<file path="src/rtl/data_mem_arbiter.sv">
// Round-robin arbiter sharing one data-memory port between the CPU memory stage and the NPU.
// Optional access watchdog enabled by defining DMEM_TIMEOUT_EN (TIMEOUT_CYCLES sets the limit).
//   state   | meaning
//   IDLE    | no owner, arbitrate incoming requests
//   GNT_CPU | CPU request driven on memory port, waiting for ready
//   GNT_NPU | NPU request driven on memory port, waiting for ready
//   DONE    | one-cycle completion pulse to the owner
module data_mem_arbiter #(
  parameter int unsigned TIMEOUT_CYCLES = 255
) (
  input  logic        iClk,
  input  logic        iRst_n,
  input  logic        iCpuValid,
  input  logic        iCpuRW,
  input  logic [31:0] iCpuAddr,
  input  logic [31:0] iCpuData,
  output logic        oCpuReady,
  output logic [31:0] oCpuData,
  input  logic        iNpuValid,
  input  logic        iNpuRW,
  input  logic [31:0] iNpuAddr,
  input  logic [31:0] iNpuData,
  output logic        oNpuReady,
  output logic [31:0] oNpuData,
  output logic        oMemValid,
  output logic        oMemRW,
  output logic [31:0] oMemAddr,
  output logic [31:0] oMemData,
  input  logic        iMemReady,
  input  logic [31:0] iMemData,
  output logic [1:0]  oGrant,
  output logic        oTimeout
);

  typedef enum logic [1:0] {IDLE, GNT_CPU, GNT_NPU, DONE} state_t;

  state_t      state, state_nx;
  logic        last_npu, last_npu_nx;
  logic        mem_valid, mem_valid_nx, mem_rw, mem_rw_nx;
  logic [31:0] mem_addr, mem_addr_nx, mem_data, mem_data_nx;
  logic        cpu_ready, cpu_ready_nx, npu_ready, npu_ready_nx;
  logic [31:0] cpu_data, cpu_data_nx, npu_data, npu_data_nx;
  logic [1:0]  grant, grant_nx;
  logic        timeout, timeout_nx;
  logic        finish;
  logic [31:0] fin_data;
  logic        pick_cpu;

`ifdef DMEM_TIMEOUT_EN
  logic [7:0]  wait_cnt, wait_cnt_nx;
`else
  logic [7:0]  unused_timeout;
  assign unused_timeout = 8'(TIMEOUT_CYCLES);
`endif

  // On a tie, the requester that did not win last time gets the port.
  assign pick_cpu = iCpuValid && (!iNpuValid || last_npu);

  always_comb begin
    state_nx     = state;
    last_npu_nx  = last_npu;
    mem_valid_nx = mem_valid;
    mem_rw_nx    = mem_rw;
    mem_addr_nx  = mem_addr;
    mem_data_nx  = mem_data;
    cpu_ready_nx = 1'b0;
    npu_ready_nx = 1'b0;
    cpu_data_nx  = cpu_data;
    npu_data_nx  = npu_data;
    grant_nx     = grant;
    timeout_nx   = 1'b0;
    finish       = 1'b0;
    fin_data     = '0;
`ifdef DMEM_TIMEOUT_EN
    wait_cnt_nx  = wait_cnt;
`endif
    case (state)
      IDLE: begin
        grant_nx     = 2'b00;
        mem_valid_nx = 1'b0;
        if (pick_cpu) begin
          state_nx     = GNT_CPU;
          last_npu_nx  = 1'b0;
          grant_nx     = 2'b01;
          mem_valid_nx = 1'b1;
          mem_rw_nx    = iCpuRW;
          mem_addr_nx  = iCpuAddr;
          mem_data_nx  = iCpuData;
`ifdef DMEM_TIMEOUT_EN
          wait_cnt_nx  = '0;
`endif
        end else if (iNpuValid) begin
          state_nx     = GNT_NPU;
          last_npu_nx  = 1'b1;
          grant_nx     = 2'b10;
          mem_valid_nx = 1'b1;
          mem_rw_nx    = iNpuRW;
          mem_addr_nx  = iNpuAddr;
          mem_data_nx  = iNpuData;
`ifdef DMEM_TIMEOUT_EN
          wait_cnt_nx  = '0;
`endif
        end
      end
      GNT_CPU, GNT_NPU: begin
        if (iMemReady) begin
          finish   = 1'b1;
          fin_data = mem_rw ? 32'h0 : iMemData;
        end
`ifdef DMEM_TIMEOUT_EN
        else begin
          // A ready on the terminal-count cycle still completes normally.
          wait_cnt_nx = wait_cnt + 8'd1;
          if (wait_cnt_nx == 8'(TIMEOUT_CYCLES)) begin
            finish     = 1'b1;
            timeout_nx = 1'b1;
          end
        end
`endif
        if (finish) begin
          state_nx     = DONE;
          mem_valid_nx = 1'b0;
          if (state == GNT_CPU) begin
            cpu_ready_nx = 1'b1;
            cpu_data_nx  = fin_data;
          end else begin
            npu_ready_nx = 1'b1;
            npu_data_nx  = fin_data;
          end
        end
      end
      DONE: begin
        state_nx     = IDLE;
        grant_nx     = 2'b00;
        mem_valid_nx = 1'b0;
      end
      default: state_nx = IDLE;
    endcase
  end

  always_ff @(posedge iClk) begin
    if (!iRst_n) begin
      state     <= IDLE;
      last_npu  <= 1'b1;
      mem_valid <= 1'b0;
      mem_rw    <= 1'b0;
      mem_addr  <= '0;
      mem_data  <= '0;
      cpu_ready <= 1'b0;
      npu_ready <= 1'b0;
      cpu_data  <= '0;
      npu_data  <= '0;
      grant     <= 2'b00;
      timeout   <= 1'b0;
`ifdef DMEM_TIMEOUT_EN
      wait_cnt  <= '0;
`endif
    end else begin
      state     <= state_nx;
      last_npu  <= last_npu_nx;
      mem_valid <= mem_valid_nx;
      mem_rw    <= mem_rw_nx;
      mem_addr  <= mem_addr_nx;
      mem_data  <= mem_data_nx;
      cpu_ready <= cpu_ready_nx;
      npu_ready <= npu_ready_nx;
      cpu_data  <= cpu_data_nx;
      npu_data  <= npu_data_nx;
      grant     <= grant_nx;
      timeout   <= timeout_nx;
`ifdef DMEM_TIMEOUT_EN
      wait_cnt  <= wait_cnt_nx;
`endif
    end
  end

  assign oCpuReady = cpu_ready;
  assign oCpuData  = cpu_data;
  assign oNpuReady = npu_ready;
  assign oNpuData  = npu_data;
  assign oMemValid = mem_valid;
  assign oMemRW    = mem_rw;
  assign oMemAddr  = mem_addr;
  assign oMemData  = mem_data;
  assign oGrant    = grant;
  assign oTimeout  = timeout;

endmodule

</file>
<file path="config.mk">
export PLATFORM = sky130hd
export DESIGN_NAME = data_mem_arbiter
export DESIGN_NICKNAME = d
export VERILOG_FILES = /design/src/rtl/data_mem_arbiter.sv
export SDC_FILE = /design/constraint.sdc
export NUM_CORES = 1
export LEC_CHECK = 0
export BUFFER_PORTS_ARGS = -buffer_cell sky130_fd_sc_hd__buf_2
export CAP_MARGIN = 20
export CORE_AREA = 2 2 118 120
export CTS_BUF_LIST = sky130_fd_sc_hd__clkbuf_8
export CTS_CLUSTER_SIZE = 20
export DETAILED_ROUTE_END_ITERATION = 10
export DIE_AREA = 0 0 120 122
export GPL_TIMING_DRIVEN = 0
export PLACE_DENSITY = 0.8
export SYNTH_ARGS = -nofsm -noshare
export SYNTH_HDL_FRONTEND = slang
export SYNTH_SLANG_ARGS = --single-unit
</file>
<file path="constraint.sdc">
create_clock -name iClk -period 2.35 [get_ports iClk]
set_input_delay 0.3525 -clock iClk [delete_from_list [all_inputs] [get_ports iClk]]
set_output_delay 0.3525 -clock iClk [all_outputs]
set_load 0.1 [all_outputs]
</file>
---- Word-level counts from Yosys, hierarchy flattened ----
Index checks and enable logic that the tools add are counted.
storage, ports and cells
  register bits ........................... 137
  output and inout bits ................... 135
  logic and storage cells ................. 54
operators by class
  equality and inequality tests ........... 5
  mux-type cells .......................... 25
  bitwise gates (word level) .............. 1
  reduce and logical (&&, ||, !) cells .... 12
operator list
  operator                                              number
  2-to-1 mux 32 bit                                     6
  2-to-1 mux 1 bit                                      11
  2-to-1 mux 2 bit                                      5
  AND reduction 3 bit                                   3
  one-hot mux 2 bit (3 select lines)                    1
  equality test 2 bit (second input constant)           2
  one-hot mux 2 bit (2 select lines)                    1
  AND reduction 2 bit                                   2
  nonzero test 2 bit                                    2
  != test 3 bit (second input constant)                 1
  one-hot mux 1 bit (3 select lines)                    1
  equality test 2 x 1 -> 1 bit (second input constant)  1
  logical NOT 2 bit                                     1
  != test 2 bit (second input constant)                 1
  OR reduction 2 bit                                    1
  logical AND 1 bit                                     1
  logical NOT 1 bit                                     1
  logical OR 1 bit                                      1
  NOT 1 bit                                             1

---- Logic depth before layout (Yosys ltp) ----
Gate-level depths: netlist of run 1.
  word-level depth ........................ 5
  depth in mapped cells ................... 8
  depth with buffers taken out ............ 5

---- Worst setup path before layout of run 1 ----
Ideal clock, no wire load.
  kind .................................... register to register
  start point ............................. reg mem_rw, in the netlist oMemRW
  end point ............................... reg cpu_data[10], in the netlist oCpuData[10]
  data arrival time ....................... 1.893 ns
  required time ........................... 2.231 ns
  setup slack ............................. 0.339 ns
  cell stages (with the launch flop) ...... 7
  period minus slack after synthesis ...... 2.011 ns
  cells stage by stage .................... dfxtp_1 > nor2b_1 > buf_2 > and3_1 > buf_6 > buf_6 > a22o_1
on the way
  word-level cells in the longest chain between the ends .. 2
ends and longest elaborated chain
  item                      line  RTL
  start: declaration        39    logic mem_valid, mem_valid_nx, mem_rw, mem_rw_nx;
  start signal: assignment  162   mem_rw <= mem_rw_nx;
  2-to-1 mux 32 bit         108   fin_data = mem_rw ? 32'h0 : iMemData;
  2-to-1 mux 32 bit         106   if (iMemReady) begin
  end signal: assignment    167   cpu_data <= cpu_data_nx;
  end: declaration          42    logic [31:0] cpu_data, cpu_data_nx, npu_data, npu_data_nx;
No other way between the ends.
A chain may end at the register's enable or synchronous reset.

---- Final worst setup path of run 1 ----
  start point ............................. reg state[0]
  end point ............................... reg npu_data[21], in the netlist oNpuData[21]
on the way
  word-level cells in the longest chain between the ends .. 3
  elaborated cells between the ends (all ways) .. 5
  those cells by class .................... eq/ne: 2; bitwise: 1; reduce/logical: 2
ends and longest elaborated chain
  item                                                                        line     RTL
  start: declaration                                                          37       state_t state, state_nx;
  start signal: assignment                                                    159      state <= state_nx;
  equality test 2 x 1 -> 1 bit / equality test 2 bit (equally long branches)  77, 123
  OR reduction 2 bit / NOT 1 bit (equally long branches)                      n/a
  AND reduction 3 bit (no source line) (*)                                    n/a
  end signal: assignment                                                      168      npu_data <= npu_data_nx;
  end: declaration                                                            42
Mark *: on every way between the ends. The rest lies on a longest branch, timed or not.

==> metrics.md, run 1 <==
| Metric | Value |
|---|---|
| CTS max path bufs | `2` |
| Final Hold Fails | `0` |
| R2R cell count | `7` |
| Clock slew at reported path FFs | `0.08 ns` |
| Port-buffer cells | `~300` |
| Wirelength per Cell | `16.24 um` |
| Syn Nets | `around 830` |
| FF-to-FF End | `oNpuData[21]` |
| Initial antenna violation count | `0` |
| Cell Pwr Density | `1517 nW/um2` |
| Reg2reg start | `state[0]` |
| Largest net degree at the start of global routing | `17` |
| Maximum clock rate | `0.5186 GHz` |
| Combinational group share of total power | `55.5%` |
| Share of cells above drive strength 1 | `37.69%` |
| Psw | `6.660 mW` |
| Routability cong. | `0.9031` |
| Finished Layout Cells | `about 1200` |
| Synth cell count leaders | `dfxtp_1 (137), o21ai_0 (127), nand3_1 (97)` |
| Fin Clk Skew | `0.009690 ns` |
| Setup slack, reg-to-reg | `around 0.42 ns` |
| Drt pass-1 iters | `5` |
| Num ports | `302` |
| Area grow syn2layout | `38.06%` |
| Fin. max-slew vios | `0` |
| Peak supply drop | `0.0009496 V` |
| Die W | `120 um` |
| Syn Area/Cell | `8.610 um2` |
| Fin Setup TNS | `0 ns` |
| Initial DRC count | `372` |
| Synth area leader | `dfxtp_1` |
| Worst min path class | `in2reg` |
| Post-Syn Area | `5648 um2` |
| Setup WS post-layout | `0.4217 ns` |
| First-pass GRT wire length | `29170 um` |
| Placement Rows | `43` |
| RSZ-0062 raised after global routing | `false` |
| Synth warn | `0` |
| Die Ht | `around 120 um` |
| Synth top area share | `48.56%` |
| Final setup vio count | `0` |
| DR vias/cell | `around 5.4` |
| Clock power frac | `around 18%` |
| Internal power | `5.170 mW` |
| Max-slew headroom | `56.66%` |
| Leak | `around 3.6 nW` |
| Post-CTS Hold Buffers | `0` |
| Overall Global Routing Usage | `25.45%` |
| Seq cells post-synth | `137` |
| Htree depth | `4` |
| Kind of end point of the critical path | `flop` |
| Clk_lat worst skew | `0.46 ns` |
| Leading cell type by number of instances after synthesis | `dfxtp_1` |
| Drt total wl | `18950 um` |
| Setup slack at placement | `0.4000 ns` |
| Synth Flop Type | `dfxtp_1` |
| Crit Path Class | `reg2reg` |
| GR peak layer | `met2` |
| Clk sink count | `137` |
| Number of global-route vias before repair | `5786` |
| Hold Crit Start | `iMemData[11]` |
| Syn Inst Count | `~660` |
| Met3 Use GR | `under 10%` |
| Reg power frac | `a little over a quarter` |
| Largest cells by area after synthesis | `dfxtp_1 (49%), o21ai_0 (11%), nand3_1 (8.6%)` |
| Grt ovf | `0` |
| Post-Place Cells | `between 1000 and 1500` |
| Run status | `finished clean` |
| TritonCTS Buffers | `17` |
| Final min period | `just under 2 ns` |
| Nets | `1145` |
| Die Area | `14640 um2` |
| Diodes inserted | `0` |
| CTS root buf | `clkbuf_8` |
| DRC | `0` |
| Routed vias | `6278` |
| Final Power | `11.83 mW` |
| Post-synth EDFFs | `0` |
| Initial Utilization | `41.82%` |
| Worst-margin pin slew | `0.6500 ns` |
| CP Launch Point | `state[0]` |
| Final worst-path cycle share | `82.05%` |
| CTS tree | `done` |
| Worst Hold End | `oCpuData[11]` |
| GR Util met2 | `43.54%` |
| Worst setup SP type | `flop` |
| Met1 Usage GRT | `29.07%` |
| Core area | `13500 um2` |
| Worst Path Required | `around 2.7 ns` |
| Post-synthesis sequential area ratio | `48.56%` |
| Final core utilization | `57.74%` |
| CTS-repair resized insts | `0` |
| Hold depth | `2` |
| Post-DP HPWL | `about 14000 um` |
| # Post-CTS Setup Buffers | `0` |
| Critical path arrival | `approximately 2.3 ns` |
| Antenna-violating nets left | `0` |
| FFs w/ async S/R, synth | `0%` |
| Sw Share | `56.30%` |
| Critical path peak fanout | `10` |
| Max-cap violations | `0` |
| Post-synthesis cell type count | `38` |
[logic make-up after synthesis]
| kind of cell | share of synthesized area, % |
|---|---|
| other | 0.06640 |
| adders and majority gates | 0.8862 |
| muxes | 0.1772 |
| AOI/OAI and AO/OA | 29.33 |
| and+or+nand+nor | 14.38 |
| DFF | 48.56 |
| buffers and inverters | 6.602 |
[worst max-delay path by stage]
| stage | depth (start not counted) | slack [ns] | end |
|---|---|---|---|
| detailed placement | 7 | 0.40 | oNpuData[21] |
| global placement | 5 | 0.46 | oMemData[25] |
| finish | 7 | 0.42 | oNpuData[21] |
| floorplan | 6 | 0.34 | oCpuData[10] |
| global route | 7 | 0.21 | oNpuData[21] |
| CTS | 7 | 0.38 | oNpuData[21] |
[power by group through the flow]
stage | clock [mW] | sequential [mW] | combinational, mW
after CTS | 2.12 | 3.17 | 6.57
after global routing | 2.22 | 3.24 | 6.87
final | 2.08 | 3.18 | 6.57
after floorplan | 0 | 7.10 | 1.44
after detailed placement | 0 | 3.21 | 6.57
after global placement | 0 | 3.20 | 6.53
[through the flow]
step | hold slack, ns | cell area [um2]
finish | 0.1267 | 7797
CTS | 0.09960 | 7797
floorplan | 0.4515 | 5648
detailed placement | 0.4445 | 7370
global route | 0.1009 | 7797
global placement | 0.4394 | 7370
[area by class of cell]
| cell class | count | area, um2 |
|---|---|---|
| buffer | 76 | 361.6 |
| clock buffer | 18 | 247.7 |
| clock inverter | 14 | 180.2 |
| fill | 1274 | 5707 |
| inverter | 3 | 11.26 |
| multi-input combinational | 440 | 2532 |
| sequential | 137 | 2743 |
| tap | 180 | 225.2 |
| timing repair buffer | 299 | 1496 |
[cells in the final DEF (no fill, tap or decap), types with 2 or more instances in the layout]
master,netlist,layout
inv_1,2,3
nor2_1,2,2
nand3_1,97,97
buf_1,2,2
o21ai_0,127,127
clkbuf_1,36,36
clkinv_2,0,5
bufinv_16,0,4
buf_6,3,3
a21boi_0,36,36
and2_1,2,2
nand4b_1,6,6
buf_2,30,329
dfxtp_1,137,137
nand2_1,43,43
a31oi_1,65,65
and3_1,2,2
a21oi_1,2,2
buf_4,4,4
clkbuf_8,0,18
ha_1,4,4
clkinvlp_4,0,3
o21ai_1,5,5
nor2b_1,3,3
a22o_1,26,26
a21boi_1,6,6
[sequential cells by signal, summed over array words and instances (netlist names)]
name,flops
oCpuData,32
oMemAddr,32
oMemData,32
oNpuData,32
oGrant,2
state,2
last_npu,1
oCpuReady,1
oMemRW,1
oMemValid,1
oNpuReady,1
[layer usage]
layer,share of wire (%),vias to the layer above
li1,-,3039
met1,38,2884
met2,49,306
met3,8.9,49
met4,3.4,0
met5,0,-
[critical path, stage by stage (launching register included)]
cell and delay (ns):
dfxtp_1 0.39, inv_1 0.08, ha_1 0.28, buf_2 0.18, nand3b_1 0.22, clkbuf_1 0.41
nand2_1 0.10, a21boi_0 0.19
Note: power is estimated with default switching activity, not from simulation.
==> inputs of run 2 (changes only) <==
==> constraint.sdc (replaced) <==
create_clock -name iClk -period 1.8 [get_ports iClk]
set_input_delay 0.27 -clock iClk [delete_from_list [all_inputs] [get_ports iClk]]
set_output_delay 0.27 -clock iClk [all_outputs]
set_load 0.1 [all_outputs]
==> metrics.md, run 2 (synthesis gave the netlist of run 1 again) <==
| Metric | Value |
|---|---|
| Die W | `between 100 and 150 um` |
| Kind of end point of the critical path | `flop` |
| Largest net degree at the start of global routing | `17` |
| Reg power frac | `between 20% and 30%` |
| CTS max path bufs | `2` |
| Worst min path class | `in2reg` |
| Post-Place Cells | `1135` |
| Die Ht | `122 um` |
| Reg2reg start | `state[0]` |
| Core area | `13500 um2` |
| Critical path peak fanout | `10` |
| CTS tree | `done` |
| Max-slew headroom | `59.38%` |
| Sw Share | `57.59%` |
| Clock slew at reported path FFs | `0.07 ns` |
| Fin. max-slew vios | `0` |
| Routed vias | `6212` |
| Final Cell Area | `7751 um2` |
| Overall Global Routing Usage | `about a quarter` |
| First-pass GRT wire length | `28270 um` |
| Slowest-stage cell, CP | `dfxtp_2` |
| Crit Path Class | `reg2reg` |
| Drt pass-1 iters | `6` |
| Clk sink count | `137` |
| Run status | `finished clean` |
| Diodes inserted | `0` |
| Leak | `about 3.6 nW` |
| Worst setup SP type | `flop` |
| Initial antenna violation count | `0` |
| Worst-margin pin slew | `0.6094 ns` |
| Final setup vio count | `0` |
| Htree depth | `4` |
| Final Power | `15.05 mW` |
| Grt ovf | `0` |
| Initial Utilization | `41.82%` |
| Max-cap violations | `0` |
| Psw | `around 8.7 mW` |
| Maximum clock rate | `just under 0.6 GHz` |
| DRC | `0` |
| Routability cong. | `0.8953` |
| Worst Path Required | `2.16 ns` |
| CP Cell Sequence | `inv_1 -> ha_1 -> buf_4 -> and3b_1 -> clkbuf_4 -> buf_6 -> nand3_1 -> a21boi_0` |
| Internal power | `6.381 mW` |
| Fin Clk Skew | `~0.011 ns` |
| Cell Pwr Density | `just under 2000 nW/um2` |
| Combinational group share of total power | `57.9%` |
| Post-DP HPWL | `14160 um` |
| Placement Rows | `between 40 and 50` |
| Final worst-path cycle share | `94.70%` |
| Final min period | `1.705 ns` |
| R2R cell count | `8` |
| Number of global-route vias before repair | `5471` |
| Nets | `between 1000 and 1500` |
| Finished Layout Cells | `1166` |
| FF-to-FF End | `oNpuData[16]` |
| Share of cells above drive strength 1 | `between 30% and 40%` |
| Drt total wl | `~19000 um` |
| Peak supply drop | `roughly 0.0010 V` |
| Most frequent cells in the layout | `buf_2 (319), dfxtp_1 (134), o21ai_0 (127)` |
| Clock power frac | `14.5%` |
| Antenna-violating nets left | `0` |
| Most common cell after layout, fill and taps aside | `buf_2` |
| Clk_lat worst skew | `0.44 ns` |
| CP Launch Point | `state[0]` |
| Num ports | `302` |
| Critical Path End | `oNpuData[16]` |
| Critical path arrival | `slightly above 2 ns` |
| Wirelength per Cell | `roughly 16 um` |
| Setup slack, reg-to-reg | `0.1 ns` |
| Final Hold Fails | `0` |
| Area post-placement | `7371 um2` |
| Initial DRC count | `roughly 340` |
| CTS root buf | `clkbuf_8` |
| Fillers | `roughly 1300` |
| Die Area | `approximately 15000 um2` |
| DR vias/cell | `~5.3` |
| Port-buffer cells | `between 200 and 300` |
| Area grow syn2layout | `37.24%` |
| Crit-path max cell delay | `0.36 ns` |
| TritonCTS Buffers | `17` |
## run 2: area by class of cell
class | count | area [um2] | share of cell area (%)
Multi-Input combinational cell | 440 | 2537 | 32.74
Timing Repair Buffer | 299 | 1496 | 19.31
Clock buffer | 17 | 234.0 | 3.019
Inverter | 3 | 11.26 | 0.1453
Buffer | 75 | 402.9 | 5.198
Clock inverter | 15 | 97.59 | 1.259
Tap cell | 180 | 225.2 | 2.906
Sequential cell | 137 | 2746 | 35.43
## run 2: routing by layer
layer  up-vias  track usage, %  wire length, um
li1       3032               -                -
met1      2845           30.25             7606
met2       298           41.09             9315
met3        37           6.929             1497
met4         0           9.779              452
met5         -               0                0
## run 2: through the flow
stage	utilization [%]	setup TNS [ns]	setup WS, ns	hold WS, ns
after floorplan	-	0	0.1282	0.4026
after global placement	54.58	-1.041	-0.06758	0.4366
after detailed placement	54.58	-2.549	-0.1027	0.4486
after CTS	57.17	0	0.02895	0.02899
after global routing	57.40	-0.03911	-0.01225	0.03543
final	57.40	0	0.09540	0.06055
## run 2: how the worst min path moves through the flow
stage	startpoint	cells after the start	end	slack (ns)
floorplan	iMemData[0]	1	oCpuData[0]	0.40
global placement	oNpuData[26]	2	oNpuData[26]	0.44
detailed placement	oNpuData[30]	2	oNpuData[30]	0.45
CTS	iMemData[31]	2	oCpuData[31]	0.03
global route	iMemData[17]	2	oCpuData[17]	0.04
finish	iMemData[31]	2	oCpuData[31]	0.06
## run 2: worst max-delay path, delay by kind of cell (launching register included)
| family | cells | cell delay (ns) |
|---|---|---|
| adders and majority gates | 1 | 0.27 |
| buffers and inverters | 4 | 0.56 |
| and+or+nand+nor | 2 | 0.24 |
| AOI/OAI and AO/OA | 1 | 0.20 |
| DFF | 1 | 0.36 |
## run 2: power by group through the flow
stage / Combinational, mW / Sequential [mW] / Clock [mW]
finish: 8.71 / 4.15 / 2.19
detailed placement: 8.57 / 4.19 / 0
global route: 9.07 / 4.23 / 2.38
CTS: 8.63 / 4.14 / 2.24
global placement: 8.54 / 4.17 / 0
floorplan: 1.88 / 9.27 / 0
## run 2: repair_timing
item / CTS / global route
gates resized for setup: 12 / 19
buffers inserted: 0 / 0
pin swaps: 0 / 0
setup endpoints to repair: 81 / 99
gates cloned: 0 / 0
hold buffers: 0 / 0
